File: src/rtl/gb_cpu_pkg.sv
// Shared CPU definitions: 8-bit ALU op codes, flag bit positions (CHNZ order)
// and the 16-bit sequencer operation/state encodings.
package gb_cpu_pkg;

  localparam logic [4:0] ALU_ADD    = 5'b00000;
  localparam logic [4:0] ALU_ADC    = 5'b00001;
  localparam logic [4:0] ALU_SUB    = 5'b00010;
  localparam logic [4:0] ALU_SBC    = 5'b00011;
  localparam logic [4:0] ALU_COPY_A = 5'b11000;

  localparam int FLAG_C = 0;
  localparam int FLAG_H = 1;
  localparam int FLAG_N = 2;
  localparam int FLAG_Z = 3;

  typedef enum logic [1:0] {
    OP16_ADD_HL   = 2'd0,
    OP16_ADD_SP_E = 2'd1,
    OP16_INC16    = 2'd2,
    OP16_DEC16    = 2'd3
  } op16_e;

  typedef enum logic [1:0] {
    ST_IDLE = 2'd0,
    ST_LO   = 2'd1,
    ST_HI   = 2'd2,
    ST_DONE = 2'd3
  } alu16_state_e;

endpackage

File: src/rtl/alu16_seq.sv
// 16-bit arithmetic sequenced as two passes (low byte, then high byte) through
// the CPU's shared 8-bit ALU, which the parent wires up through the alu_* ports.
module alu16_seq
  import gb_cpu_pkg::*;
(
  input  logic        clk,
  input  logic        reset_n,
  input  logic        start,
  input  logic [1:0]  op16,
  input  logic [15:0] opa,
  input  logic [15:0] opb,
  input  logic [3:0]  flags_in,
  output logic        busy,
  output logic        done,
  output logic [15:0] result,
  output logic [3:0]  flags_out,
  output logic [7:0]  alu_a,
  output logic [7:0]  alu_b,
  output logic [4:0]  alu_op,
  output logic [3:0]  alu_flag_in,
  input  logic [7:0]  alu_out,
  input  logic [3:0]  alu_flag_out
);

  alu16_state_e state_q;
  op16_e        op_q;
  logic [15:0]  a_q, b_q, res_q;
  logic [3:0]   fin_q, flags_q, flags_d;
  logic         lo_c_q, lo_h_q;
  logic         busy_q, done_q;

  // Only C and H come back from the byte ALU into the 16-bit flags.
  logic unused_alu_flags;
  assign unused_alu_flags = ^alu_flag_out[FLAG_Z:FLAG_N];

  always_comb begin
    alu_op      = ALU_COPY_A;
    alu_a       = 8'h00;
    alu_b       = 8'h00;
    alu_flag_in = 4'h0;
    unique case (state_q)
      ST_LO: begin
        alu_a               = a_q[7:0];
        alu_flag_in         = fin_q;
        alu_flag_in[FLAG_C] = 1'b0;
        unique case (op_q)
          OP16_INC16: begin alu_op = ALU_ADD; alu_b = 8'h01;    end
          OP16_DEC16: begin alu_op = ALU_SUB; alu_b = 8'h01;    end
          default:    begin alu_op = ALU_ADD; alu_b = b_q[7:0]; end
        endcase
      end
      ST_HI: begin
        alu_a               = a_q[15:8];
        alu_flag_in         = fin_q;
        alu_flag_in[FLAG_C] = lo_c_q;
        alu_op              = (op_q == OP16_DEC16) ? ALU_SBC : ALU_ADC;
        unique case (op_q)
          OP16_ADD_HL:   alu_b = b_q[15:8];
          OP16_ADD_SP_E: alu_b = {8{b_q[7]}};
          default:       alu_b = 8'h00;
        endcase
      end
      default: ;
    endcase
  end

  // ADD_HL takes H/C from the high byte (bits 11/15); ADD_SP_E from the low
  // byte (bits 3/7) because e is only an 8-bit displacement.
  always_comb begin
    flags_d = fin_q;
    unique case (op_q)
      OP16_ADD_HL: begin
        flags_d[FLAG_N] = 1'b0;
        flags_d[FLAG_H] = alu_flag_out[FLAG_H];
        flags_d[FLAG_C] = alu_flag_out[FLAG_C];
      end
      OP16_ADD_SP_E: begin
        flags_d         = 4'h0;
        flags_d[FLAG_H] = lo_h_q;
        flags_d[FLAG_C] = lo_c_q;
      end
      default: ;
    endcase
  end

  always_ff @(posedge clk or negedge reset_n) begin
    if (!reset_n) begin
      state_q <= ST_IDLE;
      op_q    <= OP16_ADD_HL;
      a_q     <= 16'h0000;
      b_q     <= 16'h0000;
      fin_q   <= 4'h0;
      res_q   <= 16'h0000;
      flags_q <= 4'h0;
      lo_c_q  <= 1'b0;
      lo_h_q  <= 1'b0;
      busy_q  <= 1'b0;
      done_q  <= 1'b0;
    end else begin
      done_q <= 1'b0;
      unique case (state_q)
        ST_IDLE, ST_DONE: begin
          if (start) begin
            state_q <= ST_LO;
            busy_q  <= 1'b1;
            op_q    <= op16_e'(op16);
            a_q     <= opa;
            b_q     <= opb;
            fin_q   <= flags_in;
          end else begin
            state_q <= ST_IDLE;
          end
        end
        ST_LO: begin
          state_q     <= ST_HI;
          res_q[7:0]  <= alu_out;
          lo_c_q      <= alu_flag_out[FLAG_C];
          lo_h_q      <= alu_flag_out[FLAG_H];
        end
        ST_HI: begin
          state_q     <= ST_DONE;
          res_q[15:8] <= alu_out;
          flags_q     <= flags_d;
          busy_q      <= 1'b0;
          done_q      <= 1'b1;
        end
        default: state_q <= ST_IDLE;
      endcase
    end
  end

  assign busy      = busy_q;
  assign done      = done_q;
  assign result    = res_q;
  assign flags_out = flags_q;

endmodule

File: config.mk
export PLATFORM = sky130hd
export DESIGN_NAME = alu16_seq
export DESIGN_NICKNAME = d
export VERILOG_FILES = /design/src/rtl/gb_cpu_pkg.sv /design/src/rtl/alu16_seq.sv
export SDC_FILE = /design/constraint.sdc
export NUM_CORES = 1
export LEC_CHECK = 0
export BUFFER_PORTS_ARGS = -buffer_cell sky130_fd_sc_hd__buf_2
export CAP_MARGIN = 15
export CORE_MARGIN = 1.5
export CORE_UTILIZATION = 47
export DETAILED_ROUTE_END_ITERATION = 8
export GPL_TIMING_DRIVEN = 0
export PLACE_DENSITY = 0.76
export SYNTH_ARGS = -nofsm -noshare
export SYNTH_HDL_FRONTEND = slang
export SYNTH_SLANG_ARGS = --single-unit
File: constraint.sdc
create_clock -name clk -period 3.5 [get_ports clk]
set_input_delay 0.35 -clock clk [delete_from_list [all_inputs] [get_ports clk]]
set_output_delay 0.35 -clock clk [all_outputs]
set_load 0.03 [all_outputs]
# After elaboration in Yosys (flattened, before gate mapping)
# Cells that the tools add are included.
[word_totals]
word_cells = 41
reg_bits = 64
out_inout_bits = 47
[op_classes]
n_reduce_logical = 7
muxes = 15
n_eq_ne = 7
[ops]
columns = ["cell", "count"]
rows = [
  ["$pmux 8 s2", 3],
  ["$pmux 5 s2", 1],
  ["$eq 2x2->1 const B", 4],
  ["$mux 8", 1],
  ["$pmux 4 s2", 1],
  ["$pmux 2 s3", 1],
  ["$pmux 3 s2", 1],
  ["$eq 2x1->1 const B", 2],
  ["$logic_not 2->1", 2],
  ["$mux 1", 4],
  ["$mux 2", 2],
  ["$reduce_and 2->1", 2],
  ["$reduce_or 2->1", 2],
  ["$ne 2x2->1 const B", 1],
  ["$pmux 1 s2", 1],
  ["$reduce_bool 2->1", 1],
]

# Logic depth before layout (Yosys ltp)
# Gate-level depths: netlist (run 1).
[logic_depth]
ltp_word = 4
ltp_mapped = 6
ltp_nobuf = 5

# Least setup slack after synthesis (run 1)
# No wires, ideal clock.
[synth_path]
kind = "register -> output"
start = "register state_q[0]"
end = "output alu_b[7]"
path_stages_with_launch = 5
path_buffers = 1
t_required_ns = 3.150
arrival_time_ns = 1.770
path_slack_ns = 1.380
path_cell_list = "dfrtp_1 > inv_1 > ha_1 > buf_2 > nor3_1"
[synth_via]
elab_chain_cells = 2
word_cells_on_any_way = 3
[synth_lines]
columns = ["item", "line_no", "text"]
rows = [
  ["from (decl)", "alu16_seq.sv:25", "alu16_state_e state_q;"],
  ["from (signal assigned)", "alu16_seq.sv:88", "state_q <= ST_IDLE;"],
  ["from (signal assigned)", "alu16_seq.sv:104", "state_q <= ST_LO;"],
  ["from (signal assigned)", "alu16_seq.sv:111", "state_q <= ST_IDLE;"],
  ["$eq 2x2->1 / $eq 2x1->1 (equally long branches)", "alu16_seq.sv:41", "unique case (state_q)"],
  ["$pmux 8 s2 (*)", "alu16_seq.sv:41", ""],
  ["to (decl)", "alu16_seq.sv:18", "output logic [7:0] alu_b,"],
]
# Every way passes the cells marked *; elsewhere a longest branch is shown, timed or not.

# Worst setup path after layout (run 1)
[layout_path]
start = "register state_q[0]"
end = "output alu_b[1]"
# Same word-level chain as after synthesis.

==> summary.md, run 1 <==
| Metric | Value |
|---|---|
| Syn nets | 264 |
| Top FF cell, synth | dfrtp_1 |
| CTS tree | yes |
| Gr usage total | 20.6% |
| Sequential-to-total area share from yosys stat | 57.0% |
| DRT Pass-1 Iters | 4 |
| Metal3 WL | 284 um |
| Crit. End Element | output port |
| Clk Latency, worst-skew pair | 0.33 ns |
| Reg clk slew, reported paths | 0.07 ns |
| RD Place Congestion | 0.796 |
| CP arrival | 2.02 ns |
| Cells after Synth | 208 |
| Post-layout util | 63.9% |
| Hold Violations, Final | 0 |
| Netlist cell types | 26 |
| Number of global-route vias before repair | 2001 |
| Max-Slew Margin vs Limit | 45.4% |
| Post-synthesis register bit count | 64 |
| Initial antenna violation count | 0 |
| Post-Synth Simple-Gate Area | 4.94% |
| Final Cycle Share | 67.7% |
| RSZ-0062 raised after global routing | no |
| Port buffer count | 96 |
| Post-synthesis adder-cell area fraction | 1.34% |
| Pleak | 0.00178 uW |
| Hold-fix buffers at CTS | 0 |
| Xor/xnor cell area share of the yosys netlist | 0% |
| CTS H-tree lvls | 3 |
| Remaining antenna violation count | 0 |
| Post-route DRC | 0 |
| Max Cap Viol | 0 |
| Hold Crit Class | primary input to asynchronous set/reset pin |
| Main combinational cell family by area after synthesis | multiplexers |
| First-pass GRT wire length | 9.66 mm |
| Async set-or-reset flop fraction in the synthesized netlist | 100% |
| Die height | 80.3 um |
| Largest net degree at the start of global routing | 65 |
| Top sig layer | met4 |
| Layout net count | 371 |
| Fin crit period | 2.37 ns |
| Critical path required time | 3.15 ns |
| Full die area | 0.00645 mm2 |
| Met1 WL | 2.75 mm |
| Post-CTS Setup Repair Bufs | 0 |
| Root buffer cell | clkbuf_8 |
| Final setup viols | 0 |
| Mux cell area share after synthesis | 24.4% |
| Diodes inserted | 0 |
| CP Max Fanout | 6 |
| CTS resizes | 0 |
| # fillers | 461 |
| Mapped Avg Cell Area | 13.5 um2 |
| Leading area contributor after synthesis | dfrtp_1 |
| TritonCTS Buffers | 9 |
| Status | finished clean |
| Final Max Tran Viols | 0 |
| Compound-cell area share of the yosys netlist | 8.06% |
| Worst IR drop on VDD | 0.000678 V |
| Post-synth EDFFs | 0 |
| Per-cell routed wire length | 16.0 um |
| Total gr overflow | 0 |
| Detailed Place HPWL | 4.43 mm |
| Fmax | 0.422 GHz |
| Footprint of the multi-input gates | 0.00109 mm2 |
| Vias/cell | 5.14 |
| Met2 Wirelength | 3.15 mm |
| CTS max path bufs | 2 |
| Power per standard cell area | 1160 mW/mm2 |
| Share of the synthesized area in the top cell type | 57.0% |
| Total Routed Length | 6.27 mm |
| Ys Warns | 0 |
| Row cnt | 27 |
| Die width | 80.3 um |
| Vias after detailed routing | 2013 |
| Setup TNS | 0 ns |
| Layout cells sized above 1 | 56.9% |
| CP startpoint kind | flop |
| Synth area leaders | dfrtp_1 57%, mux2_2 19%, mux2_4 4.8% |
| Clock sink count | 64 |
| Setup Crit Path Kind | flop to output port |
| Slew @ Worst Pin | 0.819 ns |
| Register area | 0.00160 mm2 |
| # IOs | 100 |
| Worst Skew | 0.00713 ns |
| Core box area | 0.00564 mm2 |
| Layout area overhead | 28.2% |
| Initial DRC Count | 74 |
| Most frequent cell after synthesis | dfrtp_1 |
| Overall power | 4180 uW |
| Cell Area, Synth | 0.00281 mm2 |
| Initial core utilization | 49.8% |
| Post-synth top cells | 64 x dfrtp_1, 48 x mux2_2, 13 x nor2_1 |
## through the flow
step | worst slack, ns | cell area, um2 | hold WS, ns | std cells
CTS | 1.11 | 3600 | 0.126 | 392
floorplan | 1.38 | 2810 | 0.0544 | 208
finish | 1.13 | 3600 | 0.113 | 392
global placement | 1.52 | 3380 | 0.468 | 376
global route | 0.960 | 3600 | 0.159 | 392
detailed placement | 1.49 | 3380 | 0.476 | 376
## state kept, by name, summed over array words and instances (netlist names), 2 cells and up
signal,flops
fin_q,4
b_q,16
op_q,2
result,16
state_q,2
flags_out,4
a_q,16
## final timing paths
path | from | endpoint | slack [ns] | cells after the start
worst min register to register | flags_out[0] | flags_out[0] | 0.49 | 1
worst max register to register | state_q[0] | b_q[1] | 1.80 | 6
min in group clk | opa[5] | a_q[5] | 0.25 | 2
worst min-delay path | reset_n | b_q[1] | 0.11 | 1
max in group asynchronous | reset_n | a_q[4] | 2.85 | 1
worst max-delay path | state_q[0] | alu_b[1] | 1.13 | 6
## area by class of cell
cell class / count / share of cell area [%]
Timing Repair Buffer: 96 / 13.4
Multi-Input combinational cell: 123 / 30.3
Sequential cell: 64 / 44.5
Clock buffer: 10 / 3.82
Inverter: 6 / 0.625
Tap cell: 72 / 2.50
Buffer: 15 / 2.57
Clock inverter: 6 / 2.29
## cells by family after synthesis
logic type,Yosys count
compound gates,32
buf+inv,21
other cells,1
fa+ha+maj,3
flops,64
simple gates,29
mux,58
## worst max-delay path, cell delays in order, from the launching register on
cell and delay (ns):
dfrtp_1 0.35, inv_1 0.06, ha_1 0.36, nand2b_1 0.19
nor2_1 0.31, o2bb2ai_1 0.18, buf_2 0.23
## cells in the final DEF (no fill, tap or decap), drive strengths merged, types with 4 or more instances in the layout
cell     instances
a21oi            7
dfrtp           64
nor2            13
inv              6
o2bb2ai         10
and2             4
mux2            57
nand2            4
clkbuf          12
a22oi            9
buf            109
## where the power goes
group	switching (uW)	total, uW	internal [uW]	leakage [uW]
clock network	273	690	416	0.000112
registers	198	1320	1130	0.000754
logic	1280	2170	890	0.000918
## layer usage
metal / track usage [%] / vias to the layer above
li1: - / 945
met1: 25.6 / 1014
met2: 33.2 / 48
met3: 6.59 / 6
met4: 8.45 / 0
met5: 0 / -
Power figures use the tool's default switching activity.
==> run 2, diff against run 1 <==
--- a/config.mk
+++ b/config.mk
@@ -5,6 +5,7 @@
 export SDC_FILE = /design/constraint.sdc
 export NUM_CORES = 1
 export LEC_CHECK = 0
+export ABC_AREA = 1
 export BUFFER_PORTS_ARGS = -buffer_cell sky130_fd_sc_hd__buf_2
 export CAP_MARGIN = 15
 export CORE_MARGIN = 1.5
==> constraint.sdc (replaced) <==
create_clock -name clk -period 2.4 [get_ports clk]
set_input_delay 0.24 -clock clk [delete_from_list [all_inputs] [get_ports clk]]
set_output_delay 0.24 -clock clk [all_outputs]
set_load 0.03 [all_outputs]
==> run 2 against run 1 <==
  * The run now ends with negative hold slack left
  * Worst setup slack worse by 1.0 ns
  * Clock skew decreased by 0.0022 ns
  * Routed wire length rose by 11%
  * Global-route usage increased by 2.8 points
  * Cell area increased by 0.66%
  * Via count grew 33%
  * First-iteration DRC count rose by 27%
  * Sequential share of layout area is 0.29 points lower
  * Critical path type unchanged
==> summary.md, run 2 <==
| Metric | Value |
|---|---|
| Hold-fix buffers at CTS | 0 |
| Core box area | 0.00592 mm2 |
| Worst Hold Margin | -0.0227 ns |
| Vias/cell | 4.88 |
| Post-Synth Simple-Gate Area | 35.0% |
| Most frequent cells in the layout | 192 x nand2_1, 103 x buf_2, 64 x dfrtp_1, 40 x nand3_1, 13 x inv_1 |
| R2R Path End | b_q[0] |
| Overall power | 5680 uW |
| CTS H-tree lvls | 3 |
| Slew @ Worst Pin | 0.799 ns |
| Post-Place Cells | 533 |
| Hold Crit Class | primary input to asynchronous set/reset pin |
| Layout cells sized above 1 | 26.8% |
| Failing checks | negative hold slack |
| Initial DRC Count | 94 |
| Crit. End Element | output port |
| Worst Skew | 0.00491 ns |
| Final setup viols | 0 |
| Mux cell area share after synthesis | 0% |
| Post-route insts no fill | 549 |
| Synth area leaders | dfrtp_1 56%, nand2_1 25%, nand3_1 7.0% |
| Hold Violations, Final | 17 |
| Xor/xnor cell area share of the yosys netlist | 0% |
| Root buffer cell | clkbuf_8 |
| Ys Warns | 0 |
| Max-Slew Margin vs Limit | 46.8% |
| Syn nets | 419 |
| Clk Latency, worst-skew pair | 0.34 ns |
| Critical path required time | 2.16 ns |
| Most frequent cell after synthesis | nand2_1 |
| Register area | 0.00160 mm2 |
| Leading area contributor after synthesis | dfrtp_1 |
| Initial antenna violation count | 0 |
| Post-synthesis adder-cell area fraction | 1.30% |
| Main combinational cell family by area after synthesis | simple AND/OR/NAND/NOR gates |
| Cells after Synth | 363 |
| Post-synthesis register bit count | 64 |
| Top FF cell, synth | dfrtp_1 |
| Mapped Avg Cell Area | 7.93 um2 |
| Detailed Place HPWL | 4.94 mm |
| Power per standard cell area | 1570 mW/mm2 |
| Per-cell routed wire length | 12.7 um |
| # IOs | 100 |
| Most common library cell in the layout ignoring fill and taps | nand2_1 |
| Die width | 81.3 um |
| Number of global-route vias before repair | 2541 |
| Fmax | 0.441 GHz |
| Status | finished, violations left |
| Netlist cell types | 20 |
| Setup TNS | 0 ns |
| Gr usage total | 23.4% |
| Largest net degree at the start of global routing | 65 |
| CTS max path bufs | 2 |
| Reg clk slew, reported paths | 0.07 ns |
| Post-route DRC | 0 |
| CTS tree | yes |
| TritonCTS Buffers | 9 |
| Sequential-to-total area share from yosys stat | 55.6% |
| DRT Pass-1 Iters | 4 |
| Pleak | 0.00215 uW |
| Layout area overhead | 25.9% |
| Share of the synthesized area in the top cell type | 55.6% |
| Row cnt | 28 |
| Max Cap Viol | 0 |
| Internal reg-to-reg setup slack | 0.85 ns |
| Final Cycle Share | 94.6% |
| Total gr overflow | 0 |
| RD Place Congestion | 0.774 |
| Post-synth EDFFs | 0 |
| Final Cell Area | 0.00363 mm2 |
| Post-CTS Setup Repair Bufs | 0 |
| CP Max Fanout | 10 |
| Diodes inserted | 0 |
| FF-to-FF path depth | 5 |
| Vias after detailed routing | 2680 |
| Worst r2r src | state_q[1] |
| Cell Area, Synth | 0.00288 mm2 |
| Initial core utilization | 48.6% |
| Placed inst area | 0.00345 mm2 |
| Worst IR drop on VDD | 0.000906 V |
| Footprint of the multi-input gates | 0.00113 mm2 |
| Layout net count | 525 |
| Post-synth top cells | 192 x nand2_1, 64 x dfrtp_1, 40 x nand3_1 |
| Clock sink count | 64 |
| Final Max Tran Viols | 0 |
| Fin crit period | 2.27 ns |
| Full die area | 0.00660 mm2 |
| Compound-cell area share of the yosys netlist | 2.35% |
| CP arrival | 2.03 ns |
| Port buffer count | 95 |
| Total Routed Length | 6.95 mm |
| Remaining antenna violation count | 0 |
| RSZ-0062 raised after global routing | no |
| CP startpoint kind | flop |
| # fillers | 552 |
| First-pass GRT wire length | 11.6 mm |
| Setup Crit Path Kind | flop to output port |
| Die height | 81.3 um |
| Async set-or-reset flop fraction in the synthesized netlist | 100% |
run 2: worst max-delay path by stage:
| stage | start | to | slack (ns) |
|---|---|---|---|
| 2_1_floorplan | state_q[0] | alu_op[1] | 0.48 |
| 3_3_place_gp | state_q[0] | alu_b[0] | 0.33 |
| 3_5_place_dp | state_q[0] | alu_b[0] | 0.29 |
| 4_1_cts | state_q[0] | alu_a[3] | 0.07 |
| 5_1_grt | state_q[0] | alu_b[0] | 0.005 |
| 6_report | state_q[0] | alu_a[3] | 0.13 |
run 2: timing repair:
action	in CTS	in global routing
gates resized for setup	1	2
pin swaps	0	2
endpoints found under the setup margin	2	14
hold endpoints to repair	0	0
run 2: kinds of logic after synthesis:
kind of cell,Yosys count
AND/OR/NAND/NOR,248
AO/OA/AOI/OAI,13
buffers and inverters,34
adder cells (fa/ha/maj),3
other,1
flip-flops,64
run 2: where the power goes:
part / switching, uW / leakage, uW / internal, uW
Sequential: 278 / 0.000780 / 1620
Clock: 382 / 0.0000790 / 407
Combinational: 2110 / 0.00129 / 883
Total: 2770 / 0.00215 / 2910
run 2: cell type report:
cell class / instances / area share, %
plain buffers: 20 / 3.11
multi-input cells: 265 / 31.1
repair buffers: 95 / 13.2
flip-flops and latches: 64 / 44.2
inverters: 14 / 1.45
well taps: 75 / 2.59
clock buffers: 16 / 4.42
run 2: critical path, cell delays in order, from the launching register on:
cell and delay (ns):
dfrtp_1 0.35, inv_1 0.06, ha_1 0.37, buf_4 0.22, nor2_4 0.19, buf_6 0.18, nand2_1 0.06, nand2_1 0.07
buf_2 0.19
run 2: per-stage QoR:
stage               setup slack [ns]  utilization, %
floorplan                      0.483               -
global placement               0.326            58.2
detailed placement             0.287            58.3
CTS                           0.0682            61.1
global route                 0.00515            61.2
finish                         0.131            61.2
run 2: per-layer routing:
layer | vias up | GRT usage, % | share of wire (%)
met1 | 1231 | 28.8 | 45
li1 | 1340 | - | -
met2 | 101 | 38.4 | 46
met4 | 0 | 8.10 | 0.88
met5 | - | 0 | 0
met3 | 8 | 7.75 | 8.5
==> run 3, diff against run 2 <==
--- a/config.mk
+++ b/config.mk
@@ -8,6 +8,7 @@
 export ABC_AREA = 1
 export BUFFER_PORTS_ARGS = -buffer_cell sky130_fd_sc_hd__buf_2
 export CAP_MARGIN = 15
+export CORE_ASPECT_RATIO = 1.25
 export CORE_MARGIN = 1.5
 export CORE_UTILIZATION = 47
 export DETAILED_ROUTE_END_ITERATION = 8
==> run 3 against run 2 <==
  * The flow now finishes without violations
  * Die area barely moved
  * Worst setup slack got worse by 0.010 ns
  * Total power increased by 1.5%
  * Clock skew fell by 0.0022 ns
  * Combinational power about the same
  * Register-to-register slack improved by 0.03 ns
  * Utilization rose by 1.9 points
  * Clock-buffer cell count is 3 lower
  * Cell area grew 2.0%
  * Fmax decreased by 0.44%
  * Worst hold slack improved by 0.14 ns
  * Sequential power is essentially flat
  * Largest power group unchanged
==> summary.md, run 3 (same netlist as run 2, synthesis figures left out) <==
| Metric | Value |
|---|---|
| Status | finished clean |
| Total gr overflow | 0 |
| Met2 Wirelength | 3.20 mm |
| Largest net degree at the start of global routing | 35 |
| Full die area | 0.00661 mm2 |
| Hold Violations, Final | 0 |
| TritonCTS Buffers | 9 |
| Layout net count | 529 |
| Clock sink count | 64 |
| DRT Pass-1 Iters | 4 |
| Number of global-route vias before repair | 2540 |
| Hold Crit Class | primary input to flop |
| Layout cells sized above 1 | 28.2% |
| Die width | 73.0 um |
| Slowest stage delay, CP | 0.39 ns |
| Crit. End Element | output port |
| CP arrival | 2.04 ns |
| CTS H-tree lvls | 3 |
| Initial DRC Count | 96 |
| Post-layout util | 63.1% |
| CP startpoint kind | flop |
| First-pass GRT wire length | 11.4 mm |
| Total Routed Length | 6.78 mm |
| PnR worst setup slack | 0.120 ns |
| Remaining antenna violation count | 0 |
| Final Cycle Share | 95.0% |
| Layout area overhead | 28.5% |
| Reg clk slew, reported paths | 0.06 ns |
| RSZ-0062 raised after global routing | no |
| Max-Slew Margin vs Limit | 49.6% |
| Slowest cell on the critical path | dfrtp_1 |
| Die height | 90.5 um |
| RD Place Congestion | 0.819 |
| Detailed Place HPWL | 5.00 mm |
| Per-cell routed wire length | 12.2 um |
| Metal3 WL | 506 um |
| Setup Crit Path Kind | flop to output port |
| CP Cell Sequence | inv_1, ha_2, buf_4, nor2_4, o21ai_0, nand2_1, buf_2 |
| Fmax | 0.439 GHz |
| Core box area | 0.00586 mm2 |
| Vias after detailed routing | 2634 |
| Gr usage total | 22.1% |
| Port buffer count | 95 |
| Placed inst area | 0.00348 mm2 |
| Critical path required time | 2.16 ns |
| Worst IR drop on VDD | 0.000860 V |
| Initial antenna violation count | 0 |
| # fillers | 533 |
| Post-route DRC | 0 |
| Slew @ Worst Pin | 0.757 ns |
| Pleak | 0.00219 uW |
| Max Cap Viol | 0 |
| Row cnt | 31 |
| Initial core utilization | 49.2% |
| Fin crit period | 2.28 ns |
| Met1 WL | 2.92 mm |
| Clk Latency, worst-skew pair | 0.33 ns |
| Power per standard cell area | 1560 mW/mm2 |
| # IOs | 100 |
| Setup TNS | 0 ns |
| Diodes inserted | 0 |
| Root buffer cell | clkbuf_8 |
| CP Max Fanout | 10 |
| Pre-CTS WS | 0.275 ns |
| Most frequent cells in the layout | 192 x nand2_1, 104 x buf_2, 64 x dfrtp_1, 40 x nand3_1 |
| Most common library cell in the layout ignoring fill and taps | nand2_1 |
| Final Max Tran Viols | 0 |
| Vias/cell | 4.73 |
| CTS max path bufs | 2 |
| Top sig layer | met4 |
| Final Cell Area | 0.00370 mm2 |
| Worst Skew | 0.00273 ns |
| Final setup viols | 0 |
| CTS tree | yes |
-- run 3: cell types whose count changed in the layout (fill, tap and decap cells not counted) --
cell           delta
clkbuf_1          -6
clkbuf_8          +3
buf_12            +1
buf_2             +1
buf_4             +1
dlygate4sd3_1     +1
ha_1              -1
ha_2              +1
-- run 3: routing by layer --
layer  up-vias  global-route usage, %
li1       1345                      -
met1      1179                   27.5
met2        95                   35.9
met3        15                   5.69
met4         0                   9.12
met5         -                      0
-- run 3: final timing paths --
path	start	to	slack [ns]	cells past startpoint
max in group asynchronous	reset_n	a_q[11]	1.27	3
min	alu_out[3]	result[11]	0.12	3
max	state_q[0]	alu_b[0]	0.12	7
min reg2reg	result[1]	result[1]	0.47	2
min in group asynchronous	reset_n	flags_out[2]	0.51	2
max reg2reg	state_q[0]	busy	0.88	7
-- run 3: critical path, delay by kind of cell (launching register included) --
kind	cells	cell delay, ns
AOI/OAI and AO/OA	1	0.14
buffers and inverters	3	0.49
DFF	1	0.39
and+or+nand+nor	2	0.38
adders and majority gates	1	0.31
-- run 3: layout make-up --
cell class / count / area, um2 / area share [%]
well taps: 82 / 103 / 2.77
repair buffers: 99 / 520 / 14.1
plain buffers: 20 / 113 / 3.04
clock buffers: 13 / 179 / 4.84
flip-flops and latches: 64 / 1600 / 43.3
multi-input cells: 265 / 1130 / 30.5
inverters: 14 / 52.6 / 1.42
-- run 3: repair_timing --
item | in CTS | in global routing
hold endpoints to repair | 19 | 0
hold buffers | 1 | 0
pin swaps | 0 | 1
endpoints found under the setup margin | 2 | 16
buffers inserted | 0 | 2
resized for setup | 1 | 3
-- run 3: per-stage QoR --
| stage | instances | hold WS (ns) | total power (uW) |
|---|---|---|---|
| finish | 557 | 0.120 | 5760 |
| global route | 557 | 0.134 | 6250 |
| CTS | 555 | 0.117 | 5760 |
| detailed placement | 541 | 0.352 | 4880 |
| global placement | 540 | 0.448 | 4810 |
| floorplan | 363 | -0.0556 | 4030 |
-- run 3: power breakdown --
group | total (uW) | switching (uW) | internal (uW)
Combinational | 3010 | 2100 | 917
Clock | 847 | 376 | 471
Sequential | 1900 | 285 | 1620
Total | 5760 | 2760 | 3010
